<file path="config.mk">
export PLATFORM = sky130hd
export DESIGN_NAME = mul_add_arbiter
export DESIGN_NICKNAME = d
export VERILOG_FILES = /design/src/rtl/mul_add_arbiter.sv
export SDC_FILE = /design/constraint.sdc
export NUM_CORES = 1
export LEC_CHECK = 0
export CORE_ASPECT_RATIO = 1.75
export CORE_MARGIN = 2
export CORE_UTILIZATION = 35
export CTS_BUF_LIST = sky130_fd_sc_hd__clkbuf_4 sky130_fd_sc_hd__clkbuf_8
export CTS_CLUSTER_DIAMETER = 200
export CTS_CLUSTER_SIZE = 28
export DETAILED_ROUTE_END_ITERATION = 7
export PLACE_DENSITY_LB_ADDON = 0.3
export SLEW_MARGIN = 20
export SYNTH_ARGS = -nofsm -noshare
export SYNTH_HDL_FRONTEND = slang
export SYNTH_SLANG_ARGS = --single-unit
</file>
<file path="constraint.sdc">
create_clock -name clock -period 2.34 [get_ports clock]
set_input_delay 0.468 -clock clock [delete_from_list [all_inputs] [get_ports clock]]
set_output_delay 0.468 -clock clock [all_outputs]
set_load 0.05 [all_outputs]
</file>
<file path="src/rtl/mul_add_arbiter.sv">
// mul_add_arbiter: round-robin arbiter that shares one multi-cycle FP
// multiply-add unit between NUM_REQ requesters and returns tagged results.
// Optional watchdog in WAIT is enabled with `define MUL_ADD_ARB_WDOG_EN.
module mul_add_arbiter #(
  parameter int NUM_REQ        = 4,
  parameter int ID_WIDTH       = 2,
  parameter int DATA_WIDTH     = 32,
  parameter int TIMEOUT_CYCLES = 32,
  parameter int CNT_WIDTH      = 6
) (
  input  logic                          clock,
  input  logic                          aclr_n,
  input  logic [NUM_REQ-1:0]            req,
  input  logic [NUM_REQ*DATA_WIDTH-1:0] req_dataa,
  input  logic [NUM_REQ*DATA_WIDTH-1:0] req_datab,
  output logic [NUM_REQ-1:0]            gnt,
  output logic                          rsp_valid,
  output logic [ID_WIDTH-1:0]           rsp_id,
  output logic [DATA_WIDTH-1:0]         rsp_result,
  output logic                          busy,
  output logic                          timeout_err,
  output logic                          unit_start,
  output logic [DATA_WIDTH-1:0]         unit_dataa,
  output logic [DATA_WIDTH-1:0]         unit_datab,
  input  logic [DATA_WIDTH-1:0]         unit_result,
  input  logic                          unit_done
);

  // Reject parameter sets the index or watchdog counter cannot represent.
  if (NUM_REQ < 2 || (2 ** ID_WIDTH) < NUM_REQ) begin : g_badReqCfg
    $error("mul_add_arbiter: ID_WIDTH too narrow for NUM_REQ, or NUM_REQ < 2");
  end
  if (TIMEOUT_CYCLES < 1 || TIMEOUT_CYCLES >= (2 ** CNT_WIDTH)) begin : g_badWdogCfg
    $error("mul_add_arbiter: CNT_WIDTH cannot hold TIMEOUT_CYCLES");
  end

  typedef enum logic [1:0] {
    ST_IDLE    = 2'd0,
    ST_ISSUE   = 2'd1,
    ST_WAIT    = 2'd2,
    ST_RESPOND = 2'd3
  } state_t;

  state_t                  r_state;
  state_t                  w_nextState;

  logic [ID_WIDTH-1:0]     r_rrPtr;
  logic [ID_WIDTH-1:0]     r_id;
  logic [DATA_WIDTH-1:0]   r_result;

  logic [NUM_REQ-1:0]      r_gnt;
  logic                    r_unitStart;
  logic [DATA_WIDTH-1:0]   r_unitDataA;
  logic [DATA_WIDTH-1:0]   r_unitDataB;
  logic                    r_rspValid;
  logic [ID_WIDTH-1:0]     r_rspId;
  logic [DATA_WIDTH-1:0]   r_rspResult;
  logic                    r_busy;

  logic                    w_found;
  logic [ID_WIDTH-1:0]     w_winner;
  logic [DATA_WIDTH-1:0]   w_dataA;
  logic [DATA_WIDTH-1:0]   w_dataB;
  logic                    w_wdogExpired;

  // Requester index reached by stepping 'off' places past 'base', wrapping at NUM_REQ.
  function automatic int rrIndex(input int base, input int off);
    return (base + off) % NUM_REQ;
  endfunction

  // Round-robin search: scan from the requester after the last winner, first hit wins.
  always_comb begin
    w_found  = 1'b0;
    w_winner = '0;
    w_dataA  = '0;
    w_dataB  = '0;
    for (int k = 1; k <= NUM_REQ; k++) begin
      if (!w_found && req[rrIndex(int'(r_rrPtr), k)]) begin
        w_found  = 1'b1;
        w_winner = ID_WIDTH'(rrIndex(int'(r_rrPtr), k));
        w_dataA  = req_dataa[rrIndex(int'(r_rrPtr), k)*DATA_WIDTH +: DATA_WIDTH];
        w_dataB  = req_datab[rrIndex(int'(r_rrPtr), k)*DATA_WIDTH +: DATA_WIDTH];
      end
    end
  end

`ifdef MUL_ADD_ARB_WDOG_EN
  logic [CNT_WIDTH-1:0]    r_wdogCnt;
  logic                    r_timedOut;
  logic                    r_timeoutErr;

  // The watchdog fires on the last permitted WAIT cycle; a done in that same cycle wins.
  assign w_wdogExpired = (r_wdogCnt == CNT_WIDTH'(TIMEOUT_CYCLES - 1));
  assign timeout_err   = r_timeoutErr;
`else
  // Without the watchdog WAIT only ends on unit_done and no abort is ever reported.
  assign w_wdogExpired = 1'b0;
  assign timeout_err   = 1'b0;
`endif

  // State register; an asynchronous reset abandons any in-flight operation.
  always_ff @(posedge clock or negedge aclr_n) begin
    if (!aclr_n) begin
      r_state <= ST_IDLE;
    end else begin
      r_state <= w_nextState;
    end
  end

  // Next-state logic; unit_done only matters while waiting for the unit.
  always_comb begin
    w_nextState = r_state;
    unique case (r_state)
      ST_IDLE:    if (w_found) w_nextState = ST_ISSUE;
      ST_ISSUE:   w_nextState = ST_WAIT;
      ST_WAIT:    if (unit_done || w_wdogExpired) w_nextState = ST_RESPOND;
      ST_RESPOND: w_nextState = ST_IDLE;
      default:    w_nextState = ST_IDLE;
    endcase
  end

  // Registered datapath and outputs; pulse outputs default low every cycle.
  always_ff @(posedge clock or negedge aclr_n) begin
    if (!aclr_n) begin
      r_rrPtr      <= ID_WIDTH'(NUM_REQ - 1);
      r_id         <= '0;
      r_result     <= '0;
      r_gnt        <= '0;
      r_unitStart  <= 1'b0;
      r_unitDataA  <= '0;
      r_unitDataB  <= '0;
      r_rspValid   <= 1'b0;
      r_rspId      <= '0;
      r_rspResult  <= '0;
      r_busy       <= 1'b0;
`ifdef MUL_ADD_ARB_WDOG_EN
      r_wdogCnt    <= '0;
      r_timedOut   <= 1'b0;
      r_timeoutErr <= 1'b0;
`endif
    end else begin
      r_gnt        <= '0;
      r_unitStart  <= 1'b0;
      r_rspValid   <= 1'b0;
      r_rspId      <= '0;
      r_rspResult  <= '0;
      r_busy       <= (w_nextState != ST_IDLE);
`ifdef MUL_ADD_ARB_WDOG_EN
      r_timeoutErr <= 1'b0;
`endif
      unique case (r_state)
        ST_IDLE: begin
          if (w_found) begin
            r_gnt       <= NUM_REQ'(1) << w_winner;
            r_unitStart <= 1'b1;
            r_unitDataA <= w_dataA;
            r_unitDataB <= w_dataB;
            r_id        <= w_winner;
            r_rrPtr     <= w_winner;
          end
        end
        ST_ISSUE: begin
`ifdef MUL_ADD_ARB_WDOG_EN
          r_wdogCnt   <= '0;
`endif
        end
        ST_WAIT: begin
          if (unit_done) begin
            r_result    <= unit_result;
`ifdef MUL_ADD_ARB_WDOG_EN
            r_timedOut  <= 1'b0;
          end else if (w_wdogExpired) begin
            r_result    <= '0;
            r_timedOut  <= 1'b1;
          end else begin
            r_wdogCnt   <= r_wdogCnt + 1'b1;
`endif
          end
        end
        ST_RESPOND: begin
          r_rspValid   <= 1'b1;
          r_rspId      <= r_id;
          r_rspResult  <= r_result;
`ifdef MUL_ADD_ARB_WDOG_EN
          r_timeoutErr <= r_timedOut;
`endif
        end
        default: ;
      endcase
    end
  end

  assign gnt        = r_gnt;
  assign unit_start = r_unitStart;
  assign unit_dataa = r_unitDataA;
  assign unit_datab = r_unitDataB;
  assign rsp_valid  = r_rspValid;
  assign rsp_id     = r_rspId;
  assign rsp_result = r_rspResult;
  assign busy       = r_busy;

endmodule

</file>
* Word level (Yosys, flattened, before mapping) *
Cells that the tools add are included.
Widths: inputs -> output; s select.

operators by class
  bitwise gates (word level) = 4
  mux-type cells = 38
  $add $sub $neg = 4
  $mul = 0
  divide/modulo/power cells = 0
  reduce and logical (&&, ||, !) cells = 14
  equality and inequality tests = 3
  shifts and indexed selects = 9
  order comparisons = 4

operators by type and width
  operator             number
  $shiftx 128x8->32    8
  $mux 32              9
  $lt 3x4->1 const B   4
  $mux 1               15
  $mux 2               7
  $bmux 1 s2           4
  $mux 4               2
  $pmux 2 s4           1
  $reduce_or 2->1      4
  $add 2x1->2 const B  2
  $add 2x2->2 const B  2
  $and 1x1->1 const A  4
  $eq 2x2->1 const B   2
  $reduce_and 2->1     2
  $shl 1x2->4 const A  1
  $logic_and 1x1->1    3
  $logic_not 1->1      3
  $eq 2x1->1 const B   1
  $logic_not 2->1      1
  $reduce_bool 2->1    1

word-level totals
  memories = 0
  RAM bits = 0
  bits of input ports = 295
  latch bits = 0
  memory bits (read-only) = 0
  register bits = 143

* Depth between registers and ports, before layout *
  depth after elaboration = 19
  gate-level depth with buffers = 9
  mapped depth without buffers = 6

* Least setup slack after synthesis *
OpenSTA, ideal clock, no wires.

  kind = reg-to-reg
  start = register r_rrPtr[0]
  end = register r_unitDataB[10], in the netlist unit_datab[10]
  arrival = 1928 ps
  setup slack = 286 ps
  library setup time = 126 ps
  cell stages (with the launch flop) = 9
  cells stage by stage = dfstp_2 buf_4 buf_2 clkbuf_1 mux4_2 nand2_1 o221ai_1 a211oi_1 o21ai_1

between the ends
  cells in the longest elaborated chain, start to end = 15
  elaborated cells on any way between the ends = 43

ends and longest elaborated chain
  element                                                               line  source
  from (decl)                                                           47    logic [ID_WIDTH-1:0] r_rrPtr;
  from (signal assigned)                                                125   r_rrPtr <= ID_WIDTH'(NUM_REQ - 1);
  from (signal assigned)                                                159   r_rrPtr <= w_winner;
  parallel branches: the longest is 15 deep, another holds $add 2x1->2  --
  to (signal assigned)                                                  157   r_unitDataB <= w_dataB;
  to (decl)                                                             54    logic [DATA_WIDTH-1:0] r_unitDataB;

Parallel ways; which one is timed is not known. The select of a mux whose other input is x is not followed.
A chain may end at the register's enable or synchronous reset.

* Final worst setup path *
  start = register r_rrPtr[1]
  end = register r_unitDataB[11], in the netlist unit_datab[11]

Same word-level chain as after synthesis.

==> results.py <==
metrics = {
    "timing": {
        "max_freq_mhz": 439.2,
        "rsz0062_at_grt": "yes",
        "setup_viol": 0,
        "hold_viol_final": 0,
        "hold_ws_ps": 443.6,
        "skew_ps": 11.09,
        "fin_crit_sh_pct": 97.30,
        "slew_headroom_pct": 56.66,
        "drv_slew": 0,
        "worst_slack_ps": 63.28,
        "fin_crit_ps": 2277,
        "worstMarginPinSlew_ps": 648.1,
    },
    "global_route": {
        "first_global_vias": 12570,
        "antenna_found_initial": 6,
        "overflow": 0,
        "grt.total_usage_pct": 22.56,
        "grt_pass1_wl_microns": 67990,
        "grt_max_degree": 58,
    },
    "place": {
        "preCtsSetupSlack_ps": -233.1,
        "dp_hpwl_microns": 32800,
        "placed_cell_area_sq_um": 17910,
        "gp_congestion": 0.8456,
        "port_buffers": 399,
    },
    "route": {
        "ant_nets": 0,
        "wl_per_cell_microns": 21.16,
        "drtPass1Iterations": 5,
        "remaining_drc_errors": 0,
        "viasPerCell": 5.698,
        "drt-total-wl_microns": 44960,
        "vias": 12110,
        "drt_iter0_markers": 534,
    },
    "layout": {
        "utilization_pct": 51.15,
        "drive_gt1_share_pct": 17.34,
        "n_fill_cell": 3314,
        "nets": 1929,
        "post-route-cell-area_sq_um": 18690,
        "syn2layout_area_growth_pct": 44.88,
    },
    "pwr": {
        "power_density_nw_per_um2": 1270,
        "power.leakage_nw": 7.799,
        "ir_drop_uv": 690.5,
        "power_w": 0.02374,
    },
    "critical_path": {
        "cp-end-kind": "register",
        "rr_worst_depth": 9,
        "start_kind": "register",
        "worstPathArrival_ps": 2660,
        "required_ps": 2720,
        "path_class": "register to register",
        "path_max_fanout": 15,
    },
    "floorplanning": {
        "initial_core_util_pct": 35.30,
        "dieArea_sq_um": 38470,
        "rows": 93,
        "fp.coreArea_sq_um": 36540,
        "die_x_microns": 149.1,
        "ioPinCount": 401,
        "die_h_microns": 258.0,
    },
    "cts": {
        "clkLatencyLatePin_ps": 500,
        "clk_pin_slew_ps": 100,
        "cts.path.max_buffers": 2,
        "clock_sinks": 143,
        "root_buffer": "clkbuf_8",
        "cts.htree.levels": 4,
        "cts_buffers": 17,
        "tritoncts": "built",
    },
    "worst_hold_path": {
        "hp-class": "input pin to async pin",
    },
    "synthesis": {
        "ys_ff_latch": 143,
        "synth-edff-count": 0,
        "syn_area_per_cell_sq_um": 10.48,
        "synthArstFlopShare_pct": 100.0,
        "ys.flop_type": "dfrtp_1",
        "synth-compound-area-share_pct": 15.28,
        "synth_top_family_by_area": "multiplexers",
        "synth_mux_area_share_pct": 43.94,
        "synth.distinct_cells": 44,
        "yosys_warnings": 0,
        "synth_xor_area_share_pct": 0,
        "synthesis.nets": 1529,
        "synth_area_sq_um": 12900,
        "syn_inst": 1231,
        "synthSimpleGateAreaFrac_pct": 7.013,
        "ys_seq_area_share_pct": 27.76,
        "post_synth_fa_ha_maj_area_fraction_pct": 0.2910,
    },
    "outcome": {
        "status": "completed",
    },
    "run": {
        "drv_cap": 0,
    },
}
==> cells in the final DEF (no fill, tap or decap), types with 4 or more instances in the layout <==
master / count
buf_6: 6
inv_8: 4
mux2_2: 32
diode_2: 6
o221ai_1: 44
and2_1: 34
clkdlybuf4s50_1: 396
a211oi_1: 53
clkbuf_8: 17
clkbuf_16: 6
a211oi_2: 11
mux2i_1: 381
dfrtp_1: 141
o221ai_2: 20
nand2_1: 138
buf_4: 63
nor2_1: 7
buf_12: 27
mux4_2: 65
buf_16: 5
nor2b_1: 5
o21ai_1: 64
o21ai_0: 68
clkinv_8: 6
inv_1: 4
==> final timing paths <==
check / startpoint / end / slack (ps)
worst max register to register: r_rrPtr[1]$_DFFE_PN1P_ / unit_datab[11]$_DFFE_PN0P_ / 60
worst min register to register: r_id[1]$_DFFE_PN0P_ / r_id[1]$_DFFE_PN0P_ / 480
min in group clock: r_id[1]$_DFFE_PN0P_ / r_id[1]$_DFFE_PN0P_ / 480
max in group asynchronous: aclr_n / rsp_result[13]$_DFF_PN0_ / 1240
worst max-delay path: r_rrPtr[1]$_DFFE_PN1P_ / unit_datab[11]$_DFFE_PN0P_ / 60
worst min-delay path: aclr_n / unit_dataa[13]$_DFFE_PN0P_ / 440
==> timing repair <==
action | 4_1_cts | 5_1_grt
buffers inserted | 0 | 5
hold endpoints to repair | 33 | 0
cloned | 0 | 6
endpoints found under the setup margin | 1 | 52
gates resized for setup | 1 | 26
hold buffers | 1 | 0
pin swaps | 0 | 11
==> where the power goes <==
group | switching (W) | internal, W | leakage [nW]
combinational | 0.00945 | 0.00799 | 5.78
clock | 0.00128 | 0.000827 | 0.204
sequential | 0.000633 | 0.00357 | 1.81
total | 0.0114 | 0.0124 | 7.80
==> cell families after synthesis <==
kind of cell,count (synthesis)
fa+ha+maj,3
mux,481
other cells,1
flops,143
buf+inv,129
simple gates,200
compound gates,274
==> critical path, cell delays in order (launching register included) <==
cell and delay [ps]:
dfstp_4 710, buf_12 190, nor2_2 50, buf_4 140, a32oi_2 270, o22ai_4 140, buf_12 190, buf_4 170
a211oi_1 210, o21ai_1 100
==> layer usage <==
metal	vias up	wire length, microns	global-route usage [%]
met5	-	0	0
met4	0	2210	12.75
met3	112	2408	3.763
met2	468	23950	41.26
met1	5991	16390	24.25
li1	5537	-	-
==> cells in the mapped netlist, types with 17 or more instances <==
master | n | area share, %
a211oi_1 | 64 | 3.7
and2_1 | 34 | 1.6
buf_2 | 73 | 2.8
buf_6 | 17 | 1.5
clkbuf_1 | 23 | 0.67
dfrtp_1 | 141 | 27
mux2_2 | 32 | 2.8
mux2i_1 | 384 | 30
mux4_2 | 65 | 11
nand2_1 | 138 | 4.0
o21ai_0 | 68 | 2.6
o21ai_1 | 64 | 2.5
o221ai_1 | 44 | 3.0
o221ai_2 | 20 | 2.3
==> area by class of cell <==
type                            instances  area (sq um)  area share (%)
Multi-Input combinational cell        959          8688           46.49
Timing Repair Buffer                  505          5358           28.67
Sequential cell                       143          3588           19.20
Antenna cell                            6         15.01         0.08034
Clock buffer                           17         234.0           1.252
Inverter                                5         18.77          0.1004
Tap cell                              475         594.3           3.180
Clock inverter                         15         191.4           1.024
==> state kept, by name, indices dropped and copies added, names as in the netlist <==
register and cells:
r_rrPtr 2, rsp_valid 1, r_state 2, unit_dataa 32, busy 1, unit_start 1, r_id 2, rsp_result 32
gnt 4, rsp_id 2, r_result 32, unit_datab 32
==> metrics by stage <==
step / cells / setup TNS, ps
3_3_place_gp: 2075 / -10670
2_1_floorplan: 1231 / 0
5_1_grt: 2125 / -395.1
4_1_cts: 2108 / 0
3_5_place_dp: 2075 / -11830
6_report: 2125 / 0
No activity file was read; power rests on OpenSTA's default activity.
